$ cat src/rtl/kersram_wr_ctrl_if.sv
// FIFO-side and SRAM-side signal bundle of the kernel-SRAM write controller.
interface kersram_wr_ctrl_if #(
    parameter int NUM_BANKS = 8,
    parameter int DATA_W    = 64,
    parameter int ADDR_BITS = 10
);
    logic [DATA_W-1:0]              fifo_data;
    logic                           fifo_empty_n;
    logic                           fifo_read;
    logic [NUM_BANKS-1:0]           sram_cen;
    logic [NUM_BANKS-1:0]           sram_wen;
    logic [NUM_BANKS*ADDR_BITS-1:0] sram_addr;
    logic [NUM_BANKS*DATA_W-1:0]    sram_din;

    modport master (
        input  fifo_data, fifo_empty_n,
        output fifo_read, sram_cen, sram_wen, sram_addr, sram_din
    );

    modport slave (
        output fifo_data, fifo_empty_n,
        input  fifo_read, sram_cen, sram_wen, sram_addr, sram_din
    );
endinterface

$ cat src/rtl/kersram_wr_ctrl.sv
// Kernel-SRAM write controller: drains a kernel FIFO and scatters cfg_len words
// into each of cfg_banks SRAM banks, either all in the pop cycle or skewed per bank.
module kersram_wr_ctrl #(
    parameter int NUM_BANKS = 8,
    parameter int DATA_W    = 64,
    parameter int ADDR_BITS = 10
) (
    input  logic               clk,
    input  logic               reset,
    input  logic               start,
    input  logic [ADDR_BITS:0] cfg_len,
    input  logic [4:0]         cfg_banks,
    input  logic               cfg_skew,
    kersram_wr_ctrl_if.master  bus,
    output logic               busy,
    output logic               done,
    output logic               cfg_err
);
    localparam int BW = (NUM_BANKS > 1) ? $clog2(NUM_BANKS) : 1;

    typedef enum logic [1:0] {IDLE, FILL, DRAIN, DONE} state_t;

    typedef struct packed {
        logic                 vld;
        logic [BW-1:0]        bank;
        logic [ADDR_BITS-1:0] addr;
        logic [DATA_W-1:0]    data;
    } stage_t;

    state_t               state;
    logic [ADDR_BITS-1:0] len_m1;
    logic [ADDR_BITS-1:0] addr_cnt;
    logic [BW-1:0]        banks_m1;
    logic [BW-1:0]        bank_idx;
    logic [BW-1:0]        drain_cnt;
    logic                 skew_q;
    logic                 pop;
    logic                 cfg_bad;
    stage_t               live;
    stage_t               dline [NUM_BANKS-1];
    stage_t               tap   [NUM_BANKS];

    assign pop           = (state == FILL) && bus.fifo_empty_n;
    assign bus.fifo_read = pop;
    assign cfg_bad       = (cfg_len == '0) || (cfg_banks == '0) || (cfg_banks > 5'(NUM_BANKS));
    assign live          = '{vld: pop, bank: bank_idx, addr: addr_cnt, data: bus.fifo_data};

    always_ff @(posedge clk) begin
        if (reset) begin
            state     <= IDLE;
            len_m1    <= '0;
            banks_m1  <= '0;
            skew_q    <= 1'b0;
            addr_cnt  <= '0;
            bank_idx  <= '0;
            drain_cnt <= '0;
            busy      <= 1'b0;
            done      <= 1'b0;
            cfg_err   <= 1'b0;
        end else begin
            unique case (state)
                IDLE: if (start) begin
                    busy <= 1'b1;
                    if (cfg_bad) begin
                        cfg_err <= 1'b1;
                        done    <= 1'b1;
                        state   <= DONE;
                    end else begin
                        cfg_err  <= 1'b0;
                        len_m1   <= ADDR_BITS'(cfg_len - 1'b1);
                        banks_m1 <= BW'(cfg_banks - 5'd1);
                        skew_q   <= cfg_skew;
                        addr_cnt <= '0;
                        bank_idx <= '0;
                        state    <= FILL;
                    end
                end
                FILL: if (pop) begin
                    if (addr_cnt == len_m1) begin
                        addr_cnt <= '0;
                        if (bank_idx == banks_m1) begin
                            bank_idx  <= '0;
                            drain_cnt <= '0;
                            state     <= DRAIN;
                        end else begin
                            bank_idx <= bank_idx + 1'b1;
                        end
                    end else begin
                        addr_cnt <= addr_cnt + 1'b1;
                    end
                end
                DRAIN: begin
                    if (drain_cnt == (skew_q ? banks_m1 : '0)) begin
                        done  <= 1'b1;
                        state <= DONE;
                    end else begin
                        drain_cnt <= drain_cnt + 1'b1;
                    end
                end
                DONE: begin
                    done  <= 1'b0;
                    busy  <= 1'b0;
                    state <= IDLE;
                end
                default: state <= IDLE;
            endcase
        end
    end

    // Only skewed jobs load valid entries, so a direct job never leaves stale
    // writes in the line for a following skewed job.
    always_ff @(posedge clk) begin
        if (reset) begin
            for (int unsigned j = 0; j < NUM_BANKS - 1; j++) dline[j] <= '0;
        end else begin
            dline[0] <= '{vld: pop & skew_q, bank: bank_idx, addr: addr_cnt, data: bus.fifo_data};
            for (int unsigned j = 1; j < NUM_BANKS - 1; j++) dline[j] <= dline[j-1];
        end
    end

    assign tap[0] = live;
    for (genvar k = 1; k < NUM_BANKS; k++) begin : g_tap
        assign tap[k] = dline[k-1];
    end

    always_comb begin
        stage_t src;
        src           = '0;
        bus.sram_cen  = '1;
        bus.sram_addr = '0;
        bus.sram_din  = '0;
        for (int unsigned k = 0; k < NUM_BANKS; k++) begin
            src = skew_q ? tap[k] : live;
            if (src.vld && (src.bank == BW'(k))) begin
                bus.sram_cen[k] = 1'b0;
                bus.sram_addr[k*ADDR_BITS +: ADDR_BITS] = src.addr;
            end
            bus.sram_din[k*DATA_W +: DATA_W] = src.data;
        end
    end

    assign bus.sram_wen = bus.sram_cen;
endmodule

$ cat src/flat_wrapper.sv
// flat-port wrapper written by rule: the top's interface ports become plain ports
module kersram_wr_ctrl_flat 
#(
    parameter int NUM_BANKS = 8,
    parameter int DATA_W    = 64,
    parameter int ADDR_BITS = 10
)
  (clk, reset, start, cfg_len, cfg_banks, cfg_skew, busy, done, cfg_err, bus_fifo_data, bus_fifo_empty_n, bus_fifo_read, bus_sram_cen, bus_sram_wen, bus_sram_addr, bus_sram_din);
  kersram_wr_ctrl_if #(.NUM_BANKS(NUM_BANKS), .DATA_W(DATA_W), .ADDR_BITS(ADDR_BITS)) bus_i ();
  input  logic clk;
  input  logic reset;
  input  logic start;
  input  logic [ADDR_BITS:0] cfg_len;
  input  logic [4:0] cfg_banks;
  input  logic cfg_skew;
  output logic busy;
  output logic done;
  output logic cfg_err;
  input wire logic [$bits(bus_i.fifo_data)-1:0] bus_fifo_data;
  input wire logic [$bits(bus_i.fifo_empty_n)-1:0] bus_fifo_empty_n;
  output wire logic [$bits(bus_i.fifo_read)-1:0] bus_fifo_read;
  output wire logic [$bits(bus_i.sram_cen)-1:0] bus_sram_cen;
  output wire logic [$bits(bus_i.sram_wen)-1:0] bus_sram_wen;
  output wire logic [$bits(bus_i.sram_addr)-1:0] bus_sram_addr;
  output wire logic [$bits(bus_i.sram_din)-1:0] bus_sram_din;
  assign bus_i.fifo_data = bus_fifo_data;
  assign bus_i.fifo_empty_n = bus_fifo_empty_n;
  assign bus_fifo_read = bus_i.fifo_read;
  assign bus_sram_cen = bus_i.sram_cen;
  assign bus_sram_wen = bus_i.sram_wen;
  assign bus_sram_addr = bus_i.sram_addr;
  assign bus_sram_din = bus_i.sram_din;
  kersram_wr_ctrl #(.NUM_BANKS(NUM_BANKS), .DATA_W(DATA_W), .ADDR_BITS(ADDR_BITS)) u_core (.clk(clk), .reset(reset), .start(start), .cfg_len(cfg_len), .cfg_banks(cfg_banks), .cfg_skew(cfg_skew), .bus(bus_i), .busy(busy), .done(done), .cfg_err(cfg_err));
endmodule
$ cat config.mk
export PLATFORM = sky130hd
export DESIGN_NAME = kersram_wr_ctrl_flat
export DESIGN_NICKNAME = d
export VERILOG_FILES = /design/src/rtl/kersram_wr_ctrl_if.sv /design/src/rtl/kersram_wr_ctrl.sv /design/src/flat_wrapper.sv
export SDC_FILE = /design/constraint.sdc
export NUM_CORES = 1
export LEC_CHECK = 0
export CORE_AREA = 2 2 271 273
export DETAILED_ROUTE_END_ITERATION = 8
export DIE_AREA = 0 0 273 275
export SYNTH_ARGS = -nofsm -noshare
export SYNTH_HDL_FRONTEND = slang
export SYNTH_SLANG_ARGS = --single-unit
$ cat constraint.sdc
create_clock -name clk -period 2.2 [get_ports clk]
set_input_delay 0.22 -clock clk [delete_from_list [all_inputs] [get_ports clk]]
set_output_delay 0.22 -clock clk [all_outputs]
set_load 0.05 [all_outputs]
==> Word-level counts from Yosys, hierarchy flattened <==
Memory sizes are Yosys's and may differ from the RTL's.
Index checks and enable logic that the tools add are counted.
{ "totals": {"regBits": 35, "out_inout_bits": 612, "wordCells": 138, "mem_bits_rw": 546, "inputBits": 85, "mem_count": 1} }
{ "classes": {"n_eq_ne": 21, "addsub": 5, "n_reduce_logical": 27, "n_lt_le_gt_ge": 1, "n_bitwise": 9, "n_mux": 64} }
{ "mem_list": {"columns": ["memory", "depth", "width", "read_ports", "rd_clocked_by_memory_dff", "write_ports", "line", "source"], "rows": [
  ["u_core.dline", 7, 78, 7, 0, 7, "kersram_wr_ctrl.sv:40", "stage_t dline [NUM_BANKS-1];"]
]} }
{ "op_table": {"columns": ["operator", "n"], "rows": [
  ["$mux W78", 14],
  ["$mux W10", 12],
  ["$mux W3", 10],
  ["$pmux W10 S2", 1],
  ["$mux W1", 16],
  ["$reduce_and A5 Y1", 3],
  ["$eq A3 B3 Y1 const B", 4],
  ["$mux W2", 6],
  ["$pmux W3 S2", 2],
  ["$logic_not A11 Y1", 1],
  ["$add A10 B1 Y10 const B", 1],
  ["$eq A10 B10 Y1", 1],
  ["$ne A2 B2 Y1 const B", 5],
  ["$sub A10 B1 Y10 const B", 1],
  ["$logic_and A1 B1 Y1", 9],
  ["$pmux W2 S4", 1],
  ["$reduce_and A4 Y1", 2],
  ["$or A1 B1 Y1", 7],
  ["$add A3 B1 Y3 const B", 2],
  ["$eq A3 B2 Y1 const B", 2],
  ["$eq A3 B3 Y1", 2],
  ["$ne A2 B1 Y1 const B", 3],
  ["$reduce_bool A2 Y1", 3],
  ["$gt A5 B4 Y1 const B", 1],
  ["15 further kinds", 18]
]} }

==> Depth between registers and ports, before layout <==
{ "logic_depth": {"depth_word": 6, "mapped_depth": 9, "mapped_depth_nobuf": 8} }

==> Worst setup path before layout <==
Ideal clock, no wire load.
{ "synth_path": {"kind": "register to output", "from": "register u_core.state[1]", "to": "output bus_sram_addr[10]", "t_arrival_ns": 2.661, "path_buffers": 1, "required_ns": 1.980, "path_stages_with_launch": 9, "path_slack_ns": -0.681, "path_cell_list": "dfxtp_1 -> inv_1 -> ha_1 -> nand2_1 -> or3_1 -> nor3_1 -> a41oi_1 -> clkbuf_1 -> a21oi_1"} }
{ "synth_via": {"elab_chain_len": 5} }
{ "synth_lines": {"columns": ["element", "line", "source"], "rows": [
  ["start, declared", "kersram_wr_ctrl.sv:30", "state_t state;"],
  ["start signal, assigned", "kersram_wr_ctrl.sv:50", "state <= IDLE;"],
  ["start signal, assigned", "kersram_wr_ctrl.sv:67", "state <= DONE;"],
  ["start signal, assigned", "kersram_wr_ctrl.sv:75", "state <= FILL;"],
  ["$eq A2 B1 Y1", "kersram_wr_ctrl.sv:43", "assign pop = (state == FILL) && bus.fifo_empty_n;"],
  ["$logic_and A1 B1 Y1", "kersram_wr_ctrl.sv:43", null],
  ["$mux W78", "kersram_wr_ctrl.sv:133", "src = skew_q ? tap[k] : live;"],
  ["$logic_and A1 B1 Y1", "kersram_wr_ctrl.sv:134", "if (src.vld && (src.bank == BW'(k))) begin"],
  ["$mux W10", "kersram_wr_ctrl.sv:134", null],
  ["end, declared", "flat_wrapper.sv:24", "output wire logic [$bits(bus_i.sram_addr)-1:0] bus_sram_addr;"]
]} }
Every way passes these cells.

==> Worst setup path in the final report <==
{ "layout_path": {"from": "register u_core.state[1]", "to": "output bus_sram_addr[15]"} }
Same word-level chain as after synthesis.

==> flow_summary.ini <==
[global_route]
grt-ovfl-total = 0
antenna_found_initial = 0
grt_max_degree = 83
grt_use_total_pct = 19.72
grt_pass1_wl_mm = 114.2
grt_pass1_vias = 18560

[sta]
tns_ps = -49360
worstMarginPinSlew_ps = 583.6
finalMaxSlewViolations = 0
rsz0062_at_grt = true
fin_hold_ws_ps = 39.35
setup_viol = 347
max_freq_ghz = 0.3795
fin_ws_ps = -435.4
max-slew-margin-rel_pct = 60.97
finalCritPeriodShare_pct = 119.8
hold_viol = 0
fin_crit_ps = 2635
fin_skew_ps = 18.50

[logic_synthesis]
synth_enable_flop_cells = 0
synth.largest_area_cell = dfxtp_1
synthesis.nets = 2801
synthTopCellsByCount = nand2_1, dfxtp_1, nor2b_1
synth-seq-cells = 581
synthDistinctLibCells = 51
synth_ff_type = dfxtp_1
synth_top_area_share_pct = 52.34
ys_async_sr_fraction_pct = 0
yosys-top-cells-area = dfxtp_1, nand2_1, nor2b_1, buf_4, nand2b_1
yosysWarnings = 0
yosysMostFrequentCell = nand2_1
synth_area_per_cell_um2 = 8.221
yosysSeqAreaShare_pct = 52.34
syn_area_mm2 = 0.02222
synth_cells = 2703

[floorplanning]
die_area_mm2 = 0.07508
io_pins = 697
placementRows = 99
die_width_um = 273
die_h_um = 275
core_area_mm2 = 0.07234
start_util_pct = 30.72

[critical_path]
arrival_ps = 2420
max_stage_delay_ps = 340
cp.required_ps = 1980
path_cells = inv_2, ha_4, nand2_2, or3_4, buf_6, nor3_4, a41oi_4, clkbuf_16, a21oi_4, buf_6
cp-start-kind = flip-flop
crit_type = flip-flop to primary output
cp_common_cell = buf_6
cp-end-kind = primary output
slowest_stage = or3_4
crit_fanout = 5

[routing]
ant_nets = 0
drtIter0Drc = 1051
wl_per_cell_um = 17.65
vias = 19340
wl_mm = 77.77
drc_errors = 0
vias_per_cell = 4.388
drt-pass1-iter-count = 5

[power_and_ir_drop]
p_int_mw = 20.29
p_sw_mw = 9.720
swShare_pct = 32.39
p_leak_nw = 14.88
ir_worst_vdd_mv = 0.6498
comb_power_share_pct = 25.6
power_density_mw_per_mm2 = 845.8
power_frac_clock_pct = 37.9
power_frac_seq_pct = 36.5

[hold_path]
hold_class = input port to flip-flop

[outcome]
violations = negative setup slack
status = finished with violations

[clock_tree]
cts_buffer_depth = 3
clock_latency_ps = 600
clock-sinks = 581
tritoncts = yes
cts_made_buffers = 66
root_buffer = clkbuf_16
htreeDepth = 3
path_clk_slew_ps = 60

[cells_and_area]
fillers = 6856
multi_input_area_mm2 = 0.01064
num_antenna_cells = 0
layout.nets = 3493
regArea_mm2 = 0.01164
drive_gt1_share_pct = 29.06
area_growth_pct = 59.68

[place]
port_buffers = 696
dp_hpwl_mm = 54.70
place_congestion = 0.8800

[flow_run]
drv_cap = 0
path summary, 6_finish.rpt:
check / start / to / slack, ps / depth (start not counted)
worst min register to register: u_core.dline[4][39]$_SDFF_PP0_ / u_core.dline[5][39]$_SDFF_PP0_ / 440 / 1
worst max-delay path: u_core.state[1]$_SDFFE_PP0P_ / bus_sram_addr[15] / -440 / 10
worst max register to register: u_core.state[1]$_SDFFE_PP0P_ / u_core.bank_idx[1]$_SDFFE_PP0P_ / 20 / 11
worst min-delay path: reset / u_core.dline[2][30]$_SDFF_PP0_ / 40 / 2
state kept, by name, summed over array words and instances (netlist names), 2 cells and up:
| signal | cells |
|---|---|
| u_core.addr_cnt | 10 |
| u_core.bank_idx | 3 |
| u_core.banks_m1 | 3 |
| u_core.dline | 546 |
| u_core.drain_cnt | 3 |
| u_core.len_m1 | 10 |
| u_core.state | 2 |
power groups by stage:
stage               Combinational [mW]  Clock (mW)  Sequential [mW]
global placement                  7.11           0             11.2
detailed placement                7.11           0             11.2
finish                            7.69        11.4             11.0
floorplan                         4.44           0             11.2
CTS                               7.58        11.7             11.0
global route                      8.06        12.1             11.0
worst max-delay path: cells and delay by family, from the launching register on:
family                   cells  cell delay [ps]
adder cells (fa/ha/maj)      1              140
flip-flops                   1              320
buffers and inverters        4              600
AO/OA/AOI/OAI                2              210
AND/OR/NAND/NOR              3              540
logic make-up (layout without fill, tap and decap cells):
logic type | after synthesis | after routing | share of synthesized area, %
compound gates | 116 | 116 | 3.041
xor+xnor | 33 | 33 | 1.402
fa+ha+maj | 13 | 13 | 0.7320
buf+inv | 238 | 982 | 5.479
flops | 581 | 581 | 52.34
mux | 3 | 3 | 0.1351
simple gates | 1719 | 1720 | 36.87
timing repair:
action                                  CTS  global route
cloned                                   18             4
endpoints found under the setup margin  541           533
buffers inserted                         11             3
hold buffers                              0             0
resized for setup                       285            98
hold endpoints to repair                  0             0
pin swaps                                 2             4
area by class of cell:
class / instances / share of cell area [%]
multi-input combinational: 1885 / 29.99
inverter: 15 / 0.1587
timing repair buffer: 846 / 27.29
clock buffer: 99 / 5.578
tap: 959 / 3.382
sequential: 581 / 32.80
clock inverter: 22 / 0.8040
routing by layer:
layer / wire length (um) / share of wire (%) / global-route usage [%] / up-vias
li1: - / - / - / 9666
met1: 33020 / 42 / 24.40 / 9072
met2: 38490 / 49 / 34.10 / 473
met3: 3817 / 4.9 / 3.963 / 128
met4: 2451 / 3.2 / 6.831 / 0
met5: 0 / 0 / 0 / -
layout by cell type, fill, tap and decap left out, types with 6 or more instances in the layout:
cell type | netlist | layout
clkbuf_1 | 121 | 16
nand3_1 | 10 | 10
buf_16 | 0 | 13
buf_12 | 0 | 138
buf_6 | 3 | 171
clkinv_2 | 0 | 10
ha_1 | 13 | 12
nand2b_1 | 75 | 27
clkbuf_16 | 0 | 73
a21oi_4 | 0 | 63
clkbuf_8 | 0 | 14
buf_8 | 0 | 16
nand2_2 | 0 | 19
and2_1 | 11 | 6
bufbuf_16 | 0 | 8
nand4_1 | 7 | 7
a211oi_1 | 14 | 14
nor2_1 | 46 | 44
clkdlybuf4s50_1 | 0 | 125
xnor2_1 | 25 | 25
nor2b_1 | 543 | 543
a21oi_1 | 78 | 7
buf_4 | 72 | 371
a21oi_2 | 0 | 8
nand2b_4 | 0 | 38
nor3_1 | 16 | 11
inv_1 | 15 | 13
nand2b_2 | 0 | 10
dfxtp_1 | 581 | 577
nand2_1 | 988 | 968
through the flow:
| step | total power, mW | utilization [%] | setup WS (ps) | area (um^2) | cells |
|---|---|---|---|---|---|
| floorplan | 15.63 | - | 2.215 | 22940 | 2703 |
| global placement | 18.28 | 42.91 | -297.8 | 31040 | 4250 |
| detailed placement | 18.28 | 42.91 | -327.4 | 31040 | 4250 |
| CTS | 30.18 | 48.41 | -525.2 | 35020 | 4400 |
| global route | 31.15 | 49.05 | -540.6 | 35480 | 4407 |
| finish | 30.01 | 49.05 | -435.4 | 35480 | 4407 |
No activity file was read; power rests on OpenSTA's default activity.
